<file path="src/rtl/serial_word_rx_if.sv">
// serial_word_rx_if: valid/ready word channel from the receiver to its consumer
interface serial_word_rx_if #(parameter int DATA_W = 16);
  logic [DATA_W-1:0] data;
  logic              valid;
  logic              ready;
  modport master(output data, valid, input ready);
  modport slave(input data, valid, output ready);
endinterface

</file>
<file path="src/rtl/serial_word_rx.sv">
// serial_word_rx: framed serial word receiver with valid/ready word output
module serial_word_rx #(
  parameter int DATA_W = 16,
  parameter int CNT_W  = 16
) (
  input  logic                 clk,
  input  logic                 rst,
  input  logic                 rx,
  input  logic [CNT_W-1:0]     clkdiv,
  serial_word_rx_if.master     out,
  output logic                 busy,
  output logic                 frame_err,
  output logic                 overrun
);
  localparam int BW = $clog2(DATA_W + 1);
  typedef enum logic [2:0] {IDLE, START, DATA, STOP, BRK} state_t;
  state_t            state;
  logic              rx_m, rx_s;
  logic [CNT_W-1:0]  cnt, div_l;
  logic [BW-1:0]     bitcnt;
  logic [DATA_W-1:0] sh;
  logic              tick;
  assign tick = cnt == '0;
  always_ff @(posedge clk or posedge rst) begin
    if (rst) begin
      rx_m      <= 1'b1;
      rx_s      <= 1'b1;
      state     <= IDLE;
      cnt       <= '0;
      div_l     <= '0;
      bitcnt    <= '0;
      sh        <= '0;
      out.data  <= '0;
      out.valid <= 1'b0;
      busy      <= 1'b0;
      frame_err <= 1'b0;
      overrun   <= 1'b0;
    end else begin
      rx_m      <= rx;
      rx_s      <= rx_m;
      frame_err <= 1'b0;
      overrun   <= 1'b0;
      // a same-edge delivery in STOP overrides this handshake clear
      if (out.valid && out.ready) out.valid <= 1'b0;
      if (state != IDLE && state != BRK) cnt <= tick ? div_l : cnt - 1'b1;
      case (state)
        IDLE: if (!rx_s) begin
          state <= START;
          busy  <= 1'b1;
          cnt   <= clkdiv >> 1;
          div_l <= clkdiv;
        end
        START: if (tick) begin
          if (rx_s) begin
            state <= IDLE;
            busy  <= 1'b0;
          end else begin
            state  <= DATA;
            bitcnt <= '0;
          end
        end
        DATA: if (tick) begin
          sh     <= {rx_s, sh[DATA_W-1:1]};
          bitcnt <= bitcnt + 1'b1;
          if (bitcnt == BW'(DATA_W - 1)) state <= STOP;
        end
        STOP: if (tick) begin
          if (rx_s) begin
            state <= IDLE;
            busy  <= 1'b0;
            if (!out.valid || out.ready) begin
              out.data  <= sh;
              out.valid <= 1'b1;
            end else overrun <= 1'b1;
          end else begin
            frame_err <= 1'b1;
            state     <= BRK;
          end
        end
        BRK: if (rx_s) begin
          state <= IDLE;
          busy  <= 1'b0;
        end
        default: begin
          state <= IDLE;
          busy  <= 1'b0;
        end
      endcase
    end
  end
endmodule

</file>
<file path="src/flat_wrapper.sv">
// flat-port wrapper written by rule: the top's interface ports become plain ports
module serial_word_rx_flat 
#(
  parameter int DATA_W = 16,
  parameter int CNT_W  = 16
)
  (clk, rst, rx, clkdiv, busy, frame_err, overrun, out_data, out_valid, out_ready);
  serial_word_rx_if #(.DATA_W(DATA_W)) out_i ();
  input  logic clk;
  input  logic rst;
  input  logic rx;
  input  logic [CNT_W-1:0] clkdiv;
  output logic busy;
  output logic frame_err;
  output logic overrun;
  output wire logic [$bits(out_i.data)-1:0] out_data;
  output wire logic [$bits(out_i.valid)-1:0] out_valid;
  input wire logic [$bits(out_i.ready)-1:0] out_ready;
  assign out_data = out_i.data;
  assign out_valid = out_i.valid;
  assign out_i.ready = out_ready;
  serial_word_rx #(.DATA_W(DATA_W), .CNT_W(CNT_W)) u_core (.clk(clk), .rst(rst), .rx(rx), .clkdiv(clkdiv), .out(out_i), .busy(busy), .frame_err(frame_err), .overrun(overrun));
endmodule
</file>
<file path="config.mk">
export PLATFORM = sky130hd
export DESIGN_NAME = serial_word_rx_flat
export DESIGN_NICKNAME = d
export VERILOG_FILES = /design/src/rtl/serial_word_rx_if.sv /design/src/rtl/serial_word_rx.sv /design/src/flat_wrapper.sv
export SDC_FILE = /design/constraint.sdc
export NUM_CORES = 1
export LEC_CHECK = 0
export CAP_MARGIN = 40
export CORE_ASPECT_RATIO = 1.1
export CORE_MARGIN = 4
export CORE_UTILIZATION = 25
export CTS_CLUSTER_SIZE = 30
export DETAILED_ROUTE_END_ITERATION = 6
export SYNTH_ARGS = -nofsm -noshare
export SYNTH_HDL_FRONTEND = slang
export SYNTH_SLANG_ARGS = --single-unit
</file>
<file path="constraint.sdc">
create_clock -name clk -period 5 [get_ports clk]
set_clock_uncertainty 0.15 [all_clocks]
set_input_delay 1 -clock clk [delete_from_list [all_inputs] [get_ports clk]]
set_output_delay 1 -clock clk [all_outputs]
set_load 0.005 [all_outputs]
</file>
=== After elaboration in Yosys (flattened, before gate mapping) ===
Cells that the tools add are included.

* Word-level logic and storage cells: 78
* Bits in registers: 78
* Input port bits: 20

* Mux-type cells: 33
* $add $sub $neg: 2
* Equality and inequality tests: 14
* Reductions and logical operators: 15
* Bitwise gates (word level): 2

{| class="wikitable"
|+ Operator list
! cell !! number
|-
| $mux 16 || 4
|-
| $mux 3 || 7
|-
| $logic_not 16->1 || 1
|-
| $sub 16x1->16 const B || 1
|-
| $mux 1 || 15
|-
| $mux 5 || 3
|-
| $pmux 3 s5 || 1
|-
| $ne 2x1->1 const B || 6
|-
| $pmux 5 s2 || 1
|-
| $reduce_and 4->1 || 2
|-
| $eq 3x2->1 const B || 2
|-
| $reduce_and 6->1 || 1
|-
| $add 5x1->5 const B || 1
|-
| $eq 5x4->1 const B || 1
|-
| $ne 2x2->1 const B || 2
|-
| $pmux 1 s4 || 1
|-
| $reduce_and 2->1 || 2
|-
| $eq 3x1->1 const B || 1
|-
| $eq 3x3->1 const B || 1
|-
| $logic_not 3->1 || 1
|-
| $ne 3x3->1 const B || 1
|-
| $reduce_and 3->1 || 1
|-
| $reduce_bool 3->1 || 1
|-
| $logic_and 1x1->1 || 2
|-
| other kinds (6) || 7
|}

=== Longest topological paths before layout ===
Gate-level depths: netlist (run 1).

* Word-level depth: 6
* Mapped depth: 7

=== Worst setup path before layout (run 1) ===
No wires, ideal clock.

* Kind: register -> register
* Start: register u_core.cnt[0]
* End: register u_core.out.data[0]
* Data arrival time: 2.156 ns
* Path buffers: 1
* Path slack: 2.569 ns
* Cell stages (with the launch flop): 8
* Cells stage by stage: dfrtp_1 -> inv_1 -> ha_1 -> or4b_4 -> nor4_2 -> nand4_2 -> buf_6 -> mux2_4

* Word-level cells in the longest chain between the ends: 2

{| class="wikitable"
|+ RTL lines
! item !! RTL line !! source
|-
| start: declaration || serial_word_rx.sv:19 || <nowiki>logic [CNT_W-1:0] cnt, div_l;</nowiki>
|-
| start signal: assignment || serial_word_rx.sv:45 || <nowiki>if (state != IDLE && state != BRK) cnt <= tick ? div_l : cnt - 1'b1;</nowiki>
|-
| start signal: assignment || serial_word_rx.sv:50 || <nowiki>cnt <= clkdiv >> 1;</nowiki>
|-
| $logic_not 16->1 || serial_word_rx.sv:23 || <nowiki>assign tick = cnt == '0;</nowiki>
|-
| $reduce_and 4->1 (no source line) || -- ||
|-
| end signal: assignment || serial_word_rx.sv:72 || <nowiki>out.data <= sh;</nowiki>
|-
| end: declaration || serial_word_rx_if.sv:6 || <nowiki>modport master(output data, valid, input ready);</nowiki>
|}

Every way passes these cells.
A chain may end at the register's enable or synchronous reset.

=== Final worst setup path (run 1) ===
* Start: register u_core.cnt[0]
* End: register u_core.out.data[9]

The elaborated chain is that of the path after synthesis.

==> flow_summary.ini, run 1 <==
[routing]
wirelength_mm = 8.56
top_layer = met4
drt_iter0_drc = 290
wl_met2_mm = 4.12
post_drt_via_cell_ratio = 4.81
ant_nets = 0
m1WireLength_mm = 3.89
wl_per_cell_um = 14.7
first_pass_iters = 4
route.met3.wl_um = 432
drcViolationCount = 0
vias = 2794

[global_routing]
grt_max_degree = 59
grt_overflow_total = 0
antenna_found_initial = 0
grt_pass1_vias = 2842
grt_pass1_wl_mm = 14.6
grt_usage = 0.105

[yosys]
synth_top_family_by_area = simple AND/OR/NAND/NOR gates
synth_cell_type_count = 55
synth-compound-area-share = 0.101
ys.flop_type = dfrtp_1
syn_area_mm2 = 0.00377
ys_ff_latch = 78
yosysSeqAreaShare = 0.518
synth_cells = 349
synth-xor-area-share = 0
synth-edff-count = 0
yosys_warnings = 0
async_flop_share = 1.00
synthAdderAreaFrac = 0.0159
synthMuxAreaShare = 0.135
syn_area_per_cell_um2 = 10.8
yosys.area_share.simple = 0.193
synth_nets = 373

[cts]
cts_buffer_depth = 2
cts_sinks = 78
cts_root_buf = clkbuf_16
clkTransAtPathRegs_ps = 60
ctsResizeCount = 0
clock_latency_ps = 340
htreeDepth = 3
cts-buffers-inserted = 9
post_cts_buffers = 0
ctsHoldBuffers = 0
cts_tree = yes

[critical_path]
critPathLaunchType = flop
cp-end-kind = flop
r2r_setup_slack_ps = 2140
r2r_start = u_core.cnt[0]
cp_cell_sequence = inv_1, ha_1, or4b_4, nor4_2, nand4_2, mux2_4
cp.arrival_ps = 2930
crit-reg2reg-capture = u_core.out.data[9]
crit_slowest_cell = nand4_2
crit_fanout = 16
crit_type = reg -> reg
cp_slowest_stage_delay_ps = 560
cp_data_required_time_ps = 5070
crit_family = simple AND/OR/NAND/NOR gates
crit_buf_inv = 1
reg2reg_depth = 6

[die]
start_util = 0.258
rows = 46
io_pins = 40
die_width_um = 125
core_area_mm2 = 0.0146
die_y_um = 137
dieArea_mm2 = 0.0171

[timing]
rsz0062_at_grt = no
min_period_ps = 2860
fmax_mhz = 349
worst_slew_pin_slew_ps = 819
finalSetupTns_ps = 0
whs_ps = 205
slew_viol_final = 0
setup_ws_ps = 2140
hold_violations = 0
timing.final.crit_share = 0.573
finalSetupViolCount = 0
slew_headroom = 0.453

[placement]
dpl.hpwl_mm = 5.83
pre_cts_slack_ps = 2030
place.gp.congestion = 0.836
numPortBuffers = 39
place_area_mm2 = 0.00436

[run_status]
status = complete, no violations

[power_and_ir_drop]
total_power_mw = 1.59
powerDensity_mw_per_mm2 = 343
vdd_drop_max_uv = 138
p_leak_nw = 2.07

[final_layout]
syn_to_final_growth_pct = 22.9
postLayoutCellArea_mm2 = 0.00464
fin_nets = 408
antenna_cells = 0
drive_gt1_frac = 0.180

[job]
drv_cap = 0

[min_path]
hold_class = reg -> reg
hold_start = u_core.rx_m
holdPathStages = 0
min_to = u_core.rx_s
layout by cell type, fill, tap and decap left out, types with 4 or more instances in the layout:
master            n
o31ai_1           6
nand4_1           6
buf_4             5
clkbuf_16         9
nor4_1            5
nor2_1           19
nor3_1           15
clkdlybuf4s50_1  39
o22ai_1           4
nand3_1          16
dfrtp_1          76
mux2_2           16
or3_1             5
mux2i_1           6
a31oi_1           5
ha_1              4
nand2_1          55
o21ai_0           8
a21oi_1           7
inv_1             6
nor3b_1           4
mux2_4           18
synthesized netlist by cell type, types with 6 or more instances:
| master | number | area [um2] |
|---|---|---|
| nand4_1 | 6 | 37.5 |
| mux2_4 | 18 | 270 |
| nor3_1 | 15 | 75.1 |
| o21ai_0 | 8 | 40.0 |
| clkbuf_1 | 14 | 52.6 |
| nor2_1 | 19 | 71.3 |
| nor4_1 | 6 | 37.5 |
| o31ai_1 | 6 | 45.0 |
| dfrtp_1 | 76 | 1900 |
| inv_1 | 7 | 26.3 |
| nand3_1 | 16 | 80.1 |
| mux2_2 | 16 | 180 |
| mux2i_1 | 6 | 60.1 |
| nand2_1 | 55 | 206 |
| a21oi_1 | 7 | 35.0 |
flip-flops by register name, summed over array words and instances, names as in the netlist, 3 cells and up:
name / count
u_core.out.data: 16
u_core.div_l: 16
u_core.bitcnt: 5
u_core.state: 3
u_core.cnt: 16
u_core.sh: 16
final cells by class:
| class | instances | area [um2] |
|---|---|---|
| Clock buffer | 9 | 225 |
| Clock inverter | 7 | 55.1 |
| Fill cell | 1508 | 9980 |
| Inverter | 7 | 26.3 |
| Multi-Input combinational cell | 242 | 1690 |
| Sequential cell | 78 | 1950 |
| Tap cell | 192 | 240 |
| Timing Repair Buffer | 46 | 448 |
where the power goes:
| group | switching (mW) | internal [mW] | total, mW |
|---|---|---|---|
| sequential | 0.0804 | 0.679 | 0.759 |
| combinational | 0.112 | 0.101 | 0.213 |
| clock | 0.278 | 0.341 | 0.620 |
worst max path at each step:
stage | cells after the start | from | endpoint | slack [ps]
2_1_floorplan | 1 | rst | u_core.bitcnt[0] | 1860
3_3_place_gp | 4 | out_ready | u_core.out.data[1] | 2060
3_5_place_dp | 4 | out_ready | u_core.out.data[7] | 2030
4_1_cts | 6 | u_core.cnt[0] | u_core.out.data[9] | 2090
5_1_grt | 6 | u_core.cnt[0] | u_core.out.data[9] | 2000
6_report | 6 | u_core.cnt[0] | u_core.out.data[9] | 2140
logic make-up after synthesis:
kind of cell | Yosys count
mux | 40
fa+ha+maj | 5
simple gates | 143
flops | 78
buf+inv | 29
compound gates | 54
layer usage:
layer  global-route usage  up-vias
li1                     -     1340
met1                0.133     1366
met2                0.171       75
met3               0.0340       13
met4               0.0380        0
met5                    0        -
per-stage QoR:
stage | util | cells
after CTS | 0.317 | 581
final | 0.317 | 581
after floorplan | - | 349
after global placement | 0.296 | 562
after global routing | 0.317 | 581
after detailed placement | 0.298 | 565
No activity file was read; power rests on OpenSTA's default activity.
==> run 2: changes to the inputs <==
Clock period 5 ns to 2.6 ns, I/O delays scaled along.
==> run 2 against run 1 <==
Against the previous run: sequential share of layout area is 1.1 points lower; final cell count is 1.9% higher; critical path type unchanged; critical endpoint is now u_core.out.data[5]; via count is 3.4% higher; power is 99% higher; register-to-register slack worse by 2000 ps; largest cell class unchanged; wire length is 0.90% higher.
==> flow_summary.ini, run 2 (synthesized netlist as in run 1, its figures left out) <==
[run_status]
status = complete, no violations

[routing]
first_pass_iters = 4
wirelength_mm = 8.64
ant_nets = 0
vias = 2890
drcViolationCount = 0
wl_per_cell_um = 14.6
drt_iter0_drc = 173
post_drt_via_cell_ratio = 4.88

[timing]
timing.final.crit_share = 0.951
finalSetupViolCount = 0
hold_violations = 0
worst_slew_pin_slew_ps = 560
min_period_ps = 2470
setup_ws_ps = 128
slew_viol_final = 0
fmax_mhz = 404
whs_ps = 210
slew_headroom = 0.623
rsz0062_at_grt = no
finalSetupTns_ps = 0

[final_layout]
antenna_cells = 0
multiInputGateArea_mm2 = 0.00169
final.fill_count = 1517
utilization = 0.326
regArea_mm2 = 0.00195
layout_commonest_cell = dfrtp_1
drive_gt1_frac = 0.203
most-common-layout-cells = 76 x dfrtp_1, 55 x nand2_1, 39 x clkdlybuf4s50_1
fin_nets = 419
syn_to_final_growth_pct = 26.3

[critical_path]
crit_family = simple AND/OR/NAND/NOR gates
cp_cell_sequence = inv_1, ha_1, or4b_4, nor4_2, nand4_2, buf_12, mux2_4
crit_slowest_cell = or4b_4
r2r_setup_slack_ps = 130
crit_buf_inv = 2
crit-reg2reg-capture = u_core.out.data[5]
cp_data_required_time_ps = 2670
reg2reg_depth = 7
cp_slowest_stage_delay_ps = 500
crit_fanout = 16
critPathLaunchType = flop
crit_type = reg -> reg
r2r_start = u_core.cnt[0]
cp.arrival_ps = 2550
cp-end-kind = flop

[power_and_ir_drop]
pwr-share-seq = 0.451
vdd_drop_max_uv = 283
power_frac_comb = 0.154
switchingPower_mw = 0.889
p_leak_nw = 2.14
clockPowerShare = 0.395
switching_share = 0.280
powerDensity_mw_per_mm2 = 666
power.internal_mw = 2.28
total_power_mw = 3.17

[global_routing]
antenna_found_initial = 0
grt_pass1_vias = 2840
grt_overflow_total = 0
grt_max_degree = 79
grt_usage = 0.105
grt_pass1_wl_mm = 14.5

[cts]
cts_sinks = 78
clkTransAtPathRegs_ps = 60
cts_root_buf = clkbuf_16
cts_buffer_depth = 2
ctsHoldBuffers = 0
cts_tree = yes
htreeDepth = 3
cts-buffers-inserted = 9
clock_latency_ps = 340

[placement]
place.gp.congestion = 0.810
pre_cts_slack_ps = 128
numPortBuffers = 39
dpl.hpwl_mm = 5.87

[min_path]
hold_class = reg -> reg
min_to = u_core.rx_s
holdPathStages = 0
hold_start = u_core.rx_m

[die]
die_width_um = 125
rows = 46
io_pins = 40
die_y_um = 137
core_area_mm2 = 0.0146
dieArea_mm2 = 0.0171
start_util = 0.258

[job]
drv_cap = 0
run 2: cell types whose count changed in the layout (fill, tap and decap cells not counted), sizes merged:
cell / previous run / this run
bufinv: 0 / 1
clkinv: 2 / 3
clkinvlp: 2 / 3
inv: 10 / 7
buf: 7 / 18
run 2: worst max-delay path by stage:
stage | start | end | slack (ps) | depth (start not counted)
global route | u_core.cnt[0] | u_core.out.data[0] | 50 | 7
global placement | u_core.cnt[0] | u_core.sh[1] | 170 | 6
finish | u_core.cnt[0] | u_core.out.data[5] | 130 | 7
CTS | u_core.cnt[0] | u_core.sh[4] | 90 | 6
detailed placement | u_core.cnt[0] | u_core.out.data[1] | 130 | 7
floorplan | u_core.cnt[0] | u_core.out.data[0] | 170 | 7
run 2: layout make-up:
type / count / area share
flip-flops and latches: 78 / 0.410
multi-input cells: 242 / 0.354
repair buffers: 57 / 0.116
well taps: 192 / 0.0504
clock buffers: 9 / 0.0473
clock inverters: 7 / 0.0152
inverters: 7 / 0.00630
run 2: through the flow:
stage,instance area (um2),instances
final,4760,592
after detailed placement,4460,575
after floorplan,3780,349
after global placement,4460,575
after CTS,4750,591
after global routing,4760,592
run 2: what timing repair did:
action,in CTS,in global routing
gates resized for setup,0,1
setup endpoints to repair,0,21
setup buffers,0,1
run 2: routing by layer:
metal  up-vias  global-route usage  wire length [um]
li1       1363                   -                 -
met1      1434               0.132              3880
met2        80               0.174              4190
met3        13              0.0336               482
met4         0              0.0283                85
met5         -                   0                 0
run 2: worst register-to-register path, stage by stage, from the launching register on:
cell,delay (ps)
dfrtp_1,410
inv_1,120
ha_1,180
or4b_4,500
nor4_2,320
nand4_2,170
buf_12,210
mux2_4,300
run 2: power by group through the flow:
stage / logic, mW / registers [mW] / clock network [mW]
CTS: 0.491 / 1.43 / 1.29
floorplan: 0.377 / 1.40 / 0
global route: 0.544 / 1.45 / 1.33
global placement: 0.475 / 1.45 / 0
detailed placement: 0.490 / 1.45 / 0
finish: 0.490 / 1.43 / 1.25
